[config.mk]
export PLATFORM = sky130hd
export DESIGN_NAME = hh_stdp_flat
export DESIGN_NICKNAME = d
export VERILOG_FILES = /design/src/rtl/hh_stdp_if.sv /design/src/rtl/hh_stdp.sv /design/src/flat_wrapper.sv
export SDC_FILE = /design/constraint.sdc
export NUM_CORES = 1
export LEC_CHECK = 0
export BUFFER_PORTS_ARGS = -buffer_cell sky130_fd_sc_hd__buf_2
export CAP_MARGIN = 30
export CORE_ASPECT_RATIO = 2
export CORE_UTILIZATION = 45
export CTS_CLUSTER_SIZE = 12
export DETAILED_ROUTE_END_ITERATION = 7
export MAX_ROUTING_LAYER = met4
export PLACE_DENSITY = 0.65
export SYNTH_ARGS = -nofsm -noshare
export SYNTH_HDL_FRONTEND = slang
export SYNTH_SLANG_ARGS = --single-unit
[constraint.sdc]
create_clock -name clk -period 4.7 [get_ports clk]
set_input_delay 0.94 -clock clk [delete_from_list [all_inputs] [get_ports clk]]
set_output_delay 0.94 -clock clk [all_outputs]
set_load 0.02 [all_outputs]
[src/rtl/hh_stdp_if.sv]
// hh_stdp_if: tile-level user I/O of the hh_stdp spiking core.
//   ena     : tile enable (the core ignores it and always runs)
//   ui_in   : N1 injected current I1
//   uio_in  : N2 injected current I2
//   uo_out  : N1 membrane potential V1
//   uio_out : {N1 spike, N2 spike, V2[7:2]}
//   uio_oe  : bidirectional pad output enables
// The master modport is the driver of the currents (pad ring / testbench).
// The slave modport is the core.
`timescale 1ns/1ps
interface hh_stdp_if #(
    parameter int DATA_W = 8
);
    logic              ena;
    logic [DATA_W-1:0] ui_in;
    logic [DATA_W-1:0] uio_in;
    logic [DATA_W-1:0] uo_out;
    logic [DATA_W-1:0] uio_out;
    logic [DATA_W-1:0] uio_oe;

    modport master (output ena, ui_in, uio_in, input uo_out, uio_out, uio_oe);
    modport slave  (input ena, ui_in, uio_in, output uo_out, uio_out, uio_oe);
endinterface

[src/rtl/hh_stdp.sv]
// hh_stdp: two-neuron spiking core. N1 and N2 are integrate/leak/fire units.
// N1 drives N2 through one synapse that is plastic under pair-based STDP.
//
// Ports:
//   clk : system clock; all state updates on its rising edge.
//   rst : asynchronous, active-high reset.
//   bus : hh_stdp_if.slave, carrying ena, ui_in (I1), uio_in (I2),
//         uo_out (V1), uio_out ({spk1, spk2, V2[7:2]}) and uio_oe (all ones).
//
// Build option STDP_LEARN_EN:
//   Defined   - the synapse weight learns; the pre and post traces are built.
//   Undefined - the weight is the constant W_INIT; the neuron datapath is identical.
// Instance "synapse" exposes its register "weight" for hierarchical probing.
`timescale 1ns/1ps

module hh_stdp_synapse #(
    parameter int COEF_W  = 8,
    parameter int W_INIT  = 32,
    parameter int A_PLUS  = 8,
    parameter int A_MINUS = 4,
    parameter int TRACE   = 16
) (
    input  logic              clk,
    input  logic              rst,
    input  logic              spk_pre,
    input  logic              spk_post,
    output logic [COEF_W-1:0] weight
);
    localparam logic [COEF_W-1:0] W_U = COEF_W'(W_INIT);

`ifdef STDP_LEARN_EN
    localparam int TR_W = $clog2(TRACE + 1);
    localparam logic [TR_W-1:0]   TR_U = TR_W'(TRACE);
    localparam logic [COEF_W-1:0] AP_U = COEF_W'(A_PLUS);
    localparam logic [COEF_W-1:0] AM_U = COEF_W'(A_MINUS);

    logic [TR_W-1:0] pre_trace;
    logic [TR_W-1:0] post_trace;

    function automatic logic [COEF_W-1:0] sat_add(input logic [COEF_W-1:0] w,
                                                 input logic [COEF_W-1:0] d);
        logic [COEF_W:0] s;
        s = {1'b0, w} + {1'b0, d};
        return s[COEF_W] ? '1 : s[COEF_W-1:0];
    endfunction

    function automatic logic [COEF_W-1:0] sat_sub(input logic [COEF_W-1:0] w,
                                                 input logic [COEF_W-1:0] d);
        return (w < d) ? '0 : (w - d);
    endfunction

    // Spikes arriving here are the registered ones, so a trace loaded on a
    // spike is first seen nonzero one cycle later. Coincident spikes leave
    // the weight alone but still reload both traces.
    always_ff @(posedge clk or posedge rst) begin
        if (rst) begin
            weight     <= W_U;
            pre_trace  <= '0;
            post_trace <= '0;
        end else begin
            if (spk_pre)
                pre_trace <= TR_U;
            else if (pre_trace != '0)
                pre_trace <= pre_trace - TR_W'(1);

            if (spk_post)
                post_trace <= TR_U;
            else if (post_trace != '0)
                post_trace <= post_trace - TR_W'(1);

            if (spk_post && !spk_pre && (pre_trace != '0))
                weight <= sat_add(weight, AP_U);
            else if (spk_pre && !spk_post && (post_trace != '0))
                weight <= sat_sub(weight, AM_U);
        end
    end
`else
    assign weight = W_U;

    logic unused_syn;
    assign unused_syn = &{1'b0, clk, rst, spk_pre, spk_post};
`endif
endmodule

module hh_stdp #(
    parameter int DATA_W  = 8,
    parameter int COEF_W  = 8,
    parameter int V_REST  = 64,
    parameter int V_TH    = 200,
    parameter int V_RESET = 40,
    parameter int REFRAC  = 4,
    parameter int W_INIT  = 32,
    parameter int A_PLUS  = 8,
    parameter int A_MINUS = 4,
    parameter int TRACE   = 16
) (
    input logic       clk,
    input logic       rst,
    hh_stdp_if.slave  bus
);
    // Three guard bits over DATA_W: V + I/2 + weight can exceed 511 before
    // clamping, so a plain 10-bit sum would wrap instead of saturating.
    localparam int SUM_W = DATA_W + 3;
    localparam int REF_W = $clog2(REFRAC + 1);

    localparam logic [DATA_W-1:0]       VREST_U  = DATA_W'(V_REST);
    localparam logic [DATA_W-1:0]       VRESET_U = DATA_W'(V_RESET);
    localparam logic [DATA_W-1:0]       VTH_U    = DATA_W'(V_TH);
    localparam logic [REF_W-1:0]        REF_LOAD = REF_W'(REFRAC);
    localparam logic signed [SUM_W-1:0] VREST_S  = SUM_W'(V_REST);
    localparam logic signed [SUM_W-1:0] VMAX_S   = SUM_W'((1 << DATA_W) - 1);

    // V + (I >> 1) + syn - ((V - V_REST) >>> 3). The arithmetic shift makes
    // the leak pull V toward rest from below as well as from above.
    function automatic logic signed [SUM_W-1:0] integrate(input logic [DATA_W-1:0] v,
                                                         input logic [DATA_W-1:0] i,
                                                         input logic [COEF_W-1:0] syn);
        logic signed [SUM_W-1:0] v_s;
        logic signed [SUM_W-1:0] i_s;
        logic signed [SUM_W-1:0] syn_s;
        logic signed [SUM_W-1:0] leak_s;
        v_s    = signed'(SUM_W'(v));
        i_s    = signed'(SUM_W'(i >> 1));
        syn_s  = signed'(SUM_W'(syn));
        leak_s = (v_s - VREST_S) >>> 3;
        return v_s + i_s + syn_s - leak_s;
    endfunction

    function automatic logic [DATA_W-1:0] sat_u(input logic signed [SUM_W-1:0] x);
        if (x < 0)
            return '0;
        else if (x > VMAX_S)
            return '1;
        else
            return x[DATA_W-1:0];
    endfunction

    // Index 0 is N1, index 1 is N2.
    logic [DATA_W-1:0] v_p0   [2];
    logic              spk_p0 [2];
    logic [REF_W-1:0]  ref_p0 [2];

    logic [DATA_W-1:0] cur  [2];
    logic [COEF_W-1:0] syn  [2];
    logic [DATA_W-1:0] v_cl [2];
    logic              fire [2];
    logic [COEF_W-1:0] weight;

    hh_stdp_synapse #(
        .COEF_W  (COEF_W),
        .W_INIT  (W_INIT),
        .A_PLUS  (A_PLUS),
        .A_MINUS (A_MINUS),
        .TRACE   (TRACE)
    ) synapse (
        .clk      (clk),
        .rst      (rst),
        .spk_pre  (spk_p0[0]),
        .spk_post (spk_p0[1]),
        .weight   (weight)
    );

    // The synaptic kick reaches N2 in the cycle after N1's spike is registered.
    always_comb begin
        cur[0] = bus.ui_in;
        cur[1] = bus.uio_in;
        syn[0] = '0;
        syn[1] = spk_p0[0] ? weight : '0;
        for (int n = 0; n < 2; n++) begin
            v_cl[n] = sat_u(integrate(v_p0[n], cur[n], syn[n]));
            fire[n] = (ref_p0[n] == '0) && (v_cl[n] >= VTH_U);
        end
    end

    // Neuron state: a refractory neuron ignores its input and sits at V_RESET.
    always_ff @(posedge clk or posedge rst) begin
        if (rst) begin
            for (int n = 0; n < 2; n++) begin
                v_p0[n]   <= VREST_U;
                spk_p0[n] <= 1'b0;
                ref_p0[n] <= '0;
            end
        end else begin
            for (int n = 0; n < 2; n++) begin
                if (ref_p0[n] != '0) begin
                    v_p0[n]   <= VRESET_U;
                    spk_p0[n] <= 1'b0;
                    ref_p0[n] <= ref_p0[n] - REF_W'(1);
                end else if (fire[n]) begin
                    v_p0[n]   <= VRESET_U;
                    spk_p0[n] <= 1'b1;
                    ref_p0[n] <= REF_LOAD;
                end else begin
                    v_p0[n]   <= v_cl[n];
                    spk_p0[n] <= 1'b0;
                end
            end
        end
    end

    assign bus.uo_out  = v_p0[0];
    assign bus.uio_out = {spk_p0[0], spk_p0[1], v_p0[1][DATA_W-1:DATA_W-6]};
    assign bus.uio_oe  = '1;

    logic unused_ena;
    assign unused_ena = &{1'b0, bus.ena};
endmodule

[src/flat_wrapper.sv]
// flat-port wrapper written by rule: the top's interface ports become plain ports
module hh_stdp_flat 
#(
    parameter int DATA_W  = 8,
    parameter int COEF_W  = 8,
    parameter int V_REST  = 64,
    parameter int V_TH    = 200,
    parameter int V_RESET = 40,
    parameter int REFRAC  = 4,
    parameter int W_INIT  = 32,
    parameter int A_PLUS  = 8,
    parameter int A_MINUS = 4,
    parameter int TRACE   = 16
)
  (clk, rst, bus_ena, bus_ui_in, bus_uio_in, bus_uo_out, bus_uio_out, bus_uio_oe);
  hh_stdp_if #(.DATA_W(DATA_W)) bus_i ();
  input logic clk;
  input logic rst;
  input wire logic [$bits(bus_i.ena)-1:0] bus_ena;
  input wire logic [$bits(bus_i.ui_in)-1:0] bus_ui_in;
  input wire logic [$bits(bus_i.uio_in)-1:0] bus_uio_in;
  output wire logic [$bits(bus_i.uo_out)-1:0] bus_uo_out;
  output wire logic [$bits(bus_i.uio_out)-1:0] bus_uio_out;
  output wire logic [$bits(bus_i.uio_oe)-1:0] bus_uio_oe;
  assign bus_i.ena = bus_ena;
  assign bus_i.ui_in = bus_ui_in;
  assign bus_i.uio_in = bus_uio_in;
  assign bus_uo_out = bus_i.uo_out;
  assign bus_uio_out = bus_i.uio_out;
  assign bus_uio_oe = bus_i.uio_oe;
  hh_stdp #(.DATA_W(DATA_W), .COEF_W(COEF_W), .V_REST(V_REST), .V_TH(V_TH), .V_RESET(V_RESET), .REFRAC(REFRAC), .W_INIT(W_INIT), .A_PLUS(A_PLUS), .A_MINUS(A_MINUS), .TRACE(TRACE)) u_core (.clk(clk), .rst(rst), .bus(bus_i));
endmodule
==> impl_metrics.json, run 1 <==
{
  "outcome": "complete, no violations",
  "drt_iter0_markers": 58,
  "cts_buffers": 3,
  "cp-end-kind": "flip-flop",
  "clock_sinks": 24,
  "cp_slowest_cell": "a2111oi_1",
  "synth_area_mm2": 0.002969,
  "drive_gt1_frac": 0.2070,
  "worstSkewPairLatency_ns": 0.26,
  "route.detailed.drc": 0,
  "drv_cap": 0,
  "ctsHoldBuffers": 0,
  "postCtsSetupBuffers": 0,
  "via_count": 2676,
  "drt-wirelength-per-cell_um": 13.82,
  "synth-edff-count": 0,
  "drv_slew": 0,
  "cp_slowest_stage_delay_ns": 0.53,
  "worstPathRequired_ns": 4.83,
  "htree_levels": 1,
  "critPathKind": "in2reg",
  "fin_crit_ns": 4.419,
  "syn_area_per_cell_um2": 8.340,
  "fin_area_mm2": 0.003422,
  "clock-root-buffer": "clkbuf_16",
  "ys_ff_latch": 24,
  "io_pins": 43,
  "synth_cell_types": 63,
  "die_area_mm2": 0.006946,
  "worst_slew_pin_slew_ns": 0.8692,
  "nNetsFinal": 471,
  "slew_headroom": 0.4199,
  "grt_pass1_wl_um": 10980,
  "synthCells": 356,
  "fp.coreArea_mm2": 0.006361,
  "crit_path_start_kind": "primary input",
  "crit_family": "compound AO/OA/AOI/OAI gates",
  "critPathMaxFanout": 5,
  "final-hold-violation-count": 0,
  "drtPass1Iterations": 4,
  "finClkSkew_ns": 0.003102,
  "timing.fmax_mhz": 226.3,
  "cts_max_path_buffers": 2,
  "postCtsResizedCells": 0,
  "place.gp.congestion": 0.8354,
  "die_w_um": 59.44,
  "fillers": 659,
  "antenna_found_initial": 0,
  "cts_tree": "built",
  "ys_seq_area_frac": 0.2031,
  "grt_usage": 0.2160,
  "ys_warn_count": 0,
  "postRouteAntennaNets": 0,
  "drt_wl_total_um": 6730,
  "finalCritPeriodShare": 0.9403,
  "n_antenna_cell": 0,
  "io_buffers": 31,
  "setup_viol": 0,
  "hpwl_um": 5653,
  "async_reset_ff_frac": 1.000,
  "worstPathCellList": "buf_2 > ha_1 > inv_1 > fa_1 > nor2b_1 > o21ai_0 > a21boi_0 > o21ai_0 > a21boi_1 > nor2_1 > ha_1 > ha_1 > buf_4 > o21a_1 > o31a_1 > a2111oi_1 > o21ai_2 > a21oi_1 > o211ai_1",
  "cp.buffers_inverters": 3,
  "initial_core_util": 0.4668,
  "die_y_um": 116.9,
  "row_count": 41,
  "synth-main-ff-cell": "dfrtp_1",
  "grt-ovfl-total": 0,
  "grt_pass1_vias": 2644,
  "area_delta_synth_final_pct": 15.25,
  "grt_max_degree": 25,
  "hold_class": "reg2reg",
  "dpl_cell_area_mm2": 0.003291,
  "drt-vias-per-instance": 5.495,
  "cp_data_arrival_time_ns": 4.55,
  "path_clk_slew_ns": 0.06,
  "crit_top_cell": "ha_1"
}
## per-stage QoR
stage | setup slack (ns) | TNS (ns) | hold WS, ns | utilization | cells
2_1_floorplan | 0.3150 | 0 | 0.5141 | - | 363
3_3_place_gp | -0.05747 | -0.1571 | 0.5328 | 0.5173 | 483
3_5_place_dp | -0.1258 | -1.796 | 0.5441 | 0.5173 | 483
4_1_cts | 0.1327 | 0 | 0.5597 | 0.5338 | 487
5_1_grt | -0.03805 | -0.04097 | 0.6026 | 0.5380 | 487
6_report | 0.2808 | 0 | 0.5538 | 0.5380 | 487
## metal layers
layer | GRT usage | vias up | wire, um
met4 | 0.1286 | 0 | 267
met3 | 0.01978 | 19 | 72
met1 | 0.1850 | 1284 | 2298
met5 | - | - | 0
met2 | 0.4247 | 43 | 4092
li1 | - | 1330 | -
## final timing paths
path / startpoint / to / slack [ns] / cells after the start
worst min register to register: u_core.ref_p0[5]$_DFFE_PP0P_ / u_core.ref_p0[5]$_DFFE_PP0P_ / 0.55 / 2
worst max-delay path: bus_uio_in[1] / u_core.ref_p0[1]$_DFFE_PP0P_ / 0.28 / 19
max in group asynchronous: rst / u_core.bus.uio_out[7]$_DFF_PP0_ / 3.31 / 2
worst min-delay path: u_core.ref_p0[5]$_DFFE_PP0P_ / u_core.ref_p0[5]$_DFFE_PP0P_ / 0.55 / 2
worst max register to register: u_core.bus.uo_out[1]$_DFF_PP0_ / u_core.bus.uo_out[2]$_DFF_PP0_ / 0.64 / 16
min in group asynchronous: rst / u_core.v_p0[1]$_DFF_PP0_ / 0.85 / 2
## flip-flops by register name, indices dropped and copies added (netlist names)
register	flops
u_core.v_p0	2
u_core.ref_p0	6
u_core.bus.uo_out	8
u_core.bus.uio_out	8
## cells in the final DEF (no fill, tap or decap), types with 3 or more instances in the layout
cell,netlist,layout
nor2b_1,10,10
dfrtp_1,22,22
or3_1,6,6
nand2b_1,3,3
o21a_1,6,5
o31ai_1,3,3
and3_1,3,3
and2_1,3,3
xnor2_1,12,12
a21o_1,4,4
inv_1,40,40
ha_1,45,45
buf_4,24,30
o211ai_1,4,4
nor2_1,24,24
clkbuf_16,0,3
o31a_1,6,6
fa_1,5,5
o21ai_1,8,8
or2_2,3,3
conb_1,1,8
nor3_1,10,10
a21oi_1,22,22
a21boi_1,0,3
o21ai_0,13,12
buf_2,1,31
nand2_1,23,23
## worst register-to-register path: stages, from the launching register on
cell      delay (ns)
dfrtp_1         0.40
ha_1            0.31
a21o_1          0.18
a21oi_1         0.23
o21ai_0         0.11
a21oi_1         0.24
o21ai_0         0.19
xnor2_1         0.24
ha_1            0.32
and3_1          0.22
a22o_1          0.27
nor2_1          0.17
nor4bb_2        0.33
o211ai_1        0.19
a311oi_4        0.28
buf_4           0.19
and3_1          0.15
## cell usage after synthesis (3+ instances only)
cell type,number,area share
a21boi_0,5,0.013
a21o_1,4,0.010
a21oi_1,22,0.037
and2_1,3,0.0063
and3_1,3,0.0063
buf_4,24,0.061
dfrtp_1,22,0.19
fa_1,5,0.034
ha_1,45,0.19
inv_1,40,0.051
nand2_1,23,0.029
nand2b_1,3,0.0063
nor2_1,24,0.030
nor2b_1,10,0.021
nor3_1,10,0.017
o211ai_1,4,0.010
o21a_1,6,0.015
o21ai_0,13,0.022
o21ai_1,8,0.013
o31a_1,6,0.018
o31ai_1,3,0.0076
or2_2,3,0.0063
or3_1,6,0.013
xnor2_1,12,0.035
## area by class of cell
class                           instances  area [um2]  share of cell area
Clock buffer                            3       75.07             0.02194
Clock inverter                          1       30.03            0.008775
Inverter                               41       153.9             0.04497
Multi-Input combinational cell        271        2072              0.6055
Sequential cell                        24       603.1              0.1762
Tap cell                               86       107.6             0.03144
Timing Repair Buffer                   61       380.4              0.1112
## cell families (layout without fill, tap and decap cells)
kind of cell,Yosys count,in the layout,share of synthesized area
buf+inv,68,106,0.1167
fa+ha+maj,50,50,0.2233
xor+xnor,14,14,0.04130
mux,2,2,0.007164
compound gates,100,100,0.2411
other cells,1,8,0.001263
simple gates,97,97,0.1660
flops,24,24,0.2031
Power of run 1 is left out: the tool's default activity adds up to more than one toggle a clock period on the data nets, which glitch-free logic cannot reach.
==> run 2, diff against run 1 <==
- BUFFER_PORTS_ARGS: -buffer_cell sky130_fd_sc_hd__buf_2 -> -buffer_cell sky130_fd_sc_hd__buf_4
==> run 2 against run 1 <==
Net effect:
- first-iteration DRC count is 3.4% lower
- via count decreased by 1.5%
- clock skew shrank 0.0024 ns
- hold slack hardly changed
- critical endpoint is now u_core.ref_p0[3]$_DFFE_PP0P_
- die area did not move
- worst setup slack gained 0.069 ns
- critical path type unchanged
==> impl_metrics.json, run 2 (synthesis results as in run 1) <==
{
  "outcome": "complete, no violations",
  "clock_sinks": 24,
  "cts_tree": "built",
  "initial_core_util": 0.4668,
  "route.detailed.drc": 0,
  "worst_slew_pin_slew_ns": 0.8663,
  "cp_data_arrival_time_ns": 4.50,
  "die_w_um": 59.44,
  "drive_gt1_frac": 0.2139,
  "drt-vias-per-instance": 5.402,
  "antenna_found_initial": 0,
  "drv_slew": 0,
  "rr_worst_depth": 17,
  "io_buffers": 31,
  "area_delta_synth_final_pct": 17.87,
  "drt_iter0_markers": 56,
  "worstHoldStart": "u_core.ref_p0[5]$_DFFE_PP0P_",
  "row_count": 41,
  "setup_viol": 0,
  "timing.fmax_mhz": 229.9,
  "die_y_um": 116.9,
  "clock-root-buffer": "clkbuf_16",
  "finalCritPeriodShare": 0.9257,
  "drt-wirelength-per-cell_um": 13.42,
  "crit_family": "compound AO/OA/AOI/OAI gates",
  "cts_max_path_buffers": 2,
  "hold_class": "reg2reg",
  "fin_crit_ns": 4.351,
  "postCtsSetupBuffers": 0,
  "final_common_cell": "buf_4",
  "final_cell_mix": "buf_4 (62), ha_1 (45), inv_1 (40)",
  "grt_pass1_vias": 2696,
  "cp.buffers_inverters": 2,
  "fillers": 648,
  "slew_headroom": 0.4219,
  "fp.coreArea_mm2": 0.006361,
  "hold_depth": 2,
  "n_antenna_cell": 0,
  "ff2ff_setup_slack_ns": 0.72,
  "die_area_mm2": 0.006946,
  "grt_pass1_wl_um": 10920,
  "r2r_end": "u_core.ref_p0[3]$_DFFE_PP0P_",
  "postRouteAntennaNets": 0,
  "htree_levels": 1,
  "crit_path_start_kind": "primary input",
  "hpwl_um": 5685,
  "grt-ovfl-total": 0,
  "rsz0062_at_grt": "false",
  "seq_area_um2": 603.1,
  "postCtsResizedCells": 0,
  "io_pins": 43,
  "finClkSkew_ns": 0.0006570,
  "final_util": 0.5502,
  "via_count": 2636,
  "final-hold-violation-count": 0,
  "worstPathCellList": "buf_4 > ha_1 > inv_1 > fa_1 > nor2b_1 > o21ai_0 > a21boi_1 > o21ai_0 > a21boi_1 > nor2_1 > ha_1 > and3_1 > a22o_1 > nor2_1 > o311ai_1 > o41ai_1 > a41oi_1 > mux2_2",
  "grt_max_degree": 25,
  "cp_slowest_stage_delay_ns": 0.51,
  "cts_buffers": 3,
  "critPathMaxFanout": 5,
  "cp_slowest_cell": "o41ai_1",
  "drv_cap": 0,
  "worstSkewPairLatency_ns": 0.26,
  "critPathKind": "in2reg",
  "place.gp.congestion": 0.8425,
  "cp-end-kind": "flip-flop",
  "nNetsFinal": 472,
  "drt_wl_total_um": 6547,
  "drtPass1Iterations": 4,
  "worstPathRequired_ns": 4.84,
  "multi_input_area_mm2": 0.002081,
  "r2r_start": "u_core.bus.uo_out[0]$_DFF_PP0_",
  "path_clk_slew_ns": 0.06,
  "min_to": "u_core.ref_p0[5]$_DFFE_PP0P_",
  "ctsHoldBuffers": 0,
  "grt_usage": 0.2136
}
-- run 2: worst reg2reg max path, delay by kind of cell (launching register included) --
| kind | cells | cell delay [ns] |
|---|---|---|
| muxes | 1 | 0.30 |
| DFF | 1 | 0.36 |
| buffers and inverters | 1 | 0.06 |
| adders and majority gates | 3 | 0.91 |
| AOI/OAI and AO/OA | 8 | 1.71 |
| and+or+nand+nor | 4 | 0.52 |
-- run 2: worst max path at each step --
stage | endpoint | slack, ns | startpoint | cells after the start
floorplan | u_core.bus.uio_out[1]$_DFF_PP0_ | 0.31 | bus_uio_in[1] | 17
global placement | u_core.bus.uio_out[1]$_DFF_PP0_ | -0.11 | bus_uio_in[1] | 18
detailed placement | u_core.bus.uio_out[3]$_DFF_PP0_ | -0.20 | bus_uio_in[1] | 18
CTS | u_core.bus.uio_out[3]$_DFF_PP0_ | 0.06 | bus_uio_in[1] | 18
global route | u_core.bus.uo_out[6]$_DFF_PP1_ | 0.02 | bus_ui_in[1] | 19
finish | u_core.ref_p0[3]$_DFFE_PP0P_ | 0.35 | bus_ui_in[1] | 18
-- run 2: final cells by class --
class | count | area share
clock buffers | 4 | 0.02538
inverters | 41 | 0.04398
multi-input cells | 271 | 0.5946
flip-flops and latches | 24 | 0.1723
well taps | 86 | 0.03075
repair buffers | 62 | 0.1330
-- run 2: stage by stage --
step | hold WS (ns) | instance area (um2) | setup WS (ns) | instances | setup TNS [ns]
floorplan | 0.5141 | 2995 | 0.3150 | 363 | 0
global placement | 0.5331 | 3376 | -0.1107 | 484 | -0.4151
detailed placement | 0.5488 | 3376 | -0.2034 | 484 | -2.300
CTS | 0.5591 | 3465 | 0.05632 | 488 | 0
global route | 0.5832 | 3500 | 0.01828 | 488 | 0
finish | 0.5537 | 3500 | 0.3493 | 488 | 0
-- run 2: layer usage --
| layer | track usage | up-vias | wire length [um] |
|---|---|---|---|
| li1 | - | 1328 | - |
| met4 | 0.1206 | 0 | 263 |
| met3 | 0.007692 | 19 | 69 |
| met2 | 0.4315 | 42 | 3958 |
| met1 | 0.1824 | 1247 | 2255 |
| met5 | - | - | 0 |
Power of run 2 is left out for the same reason.
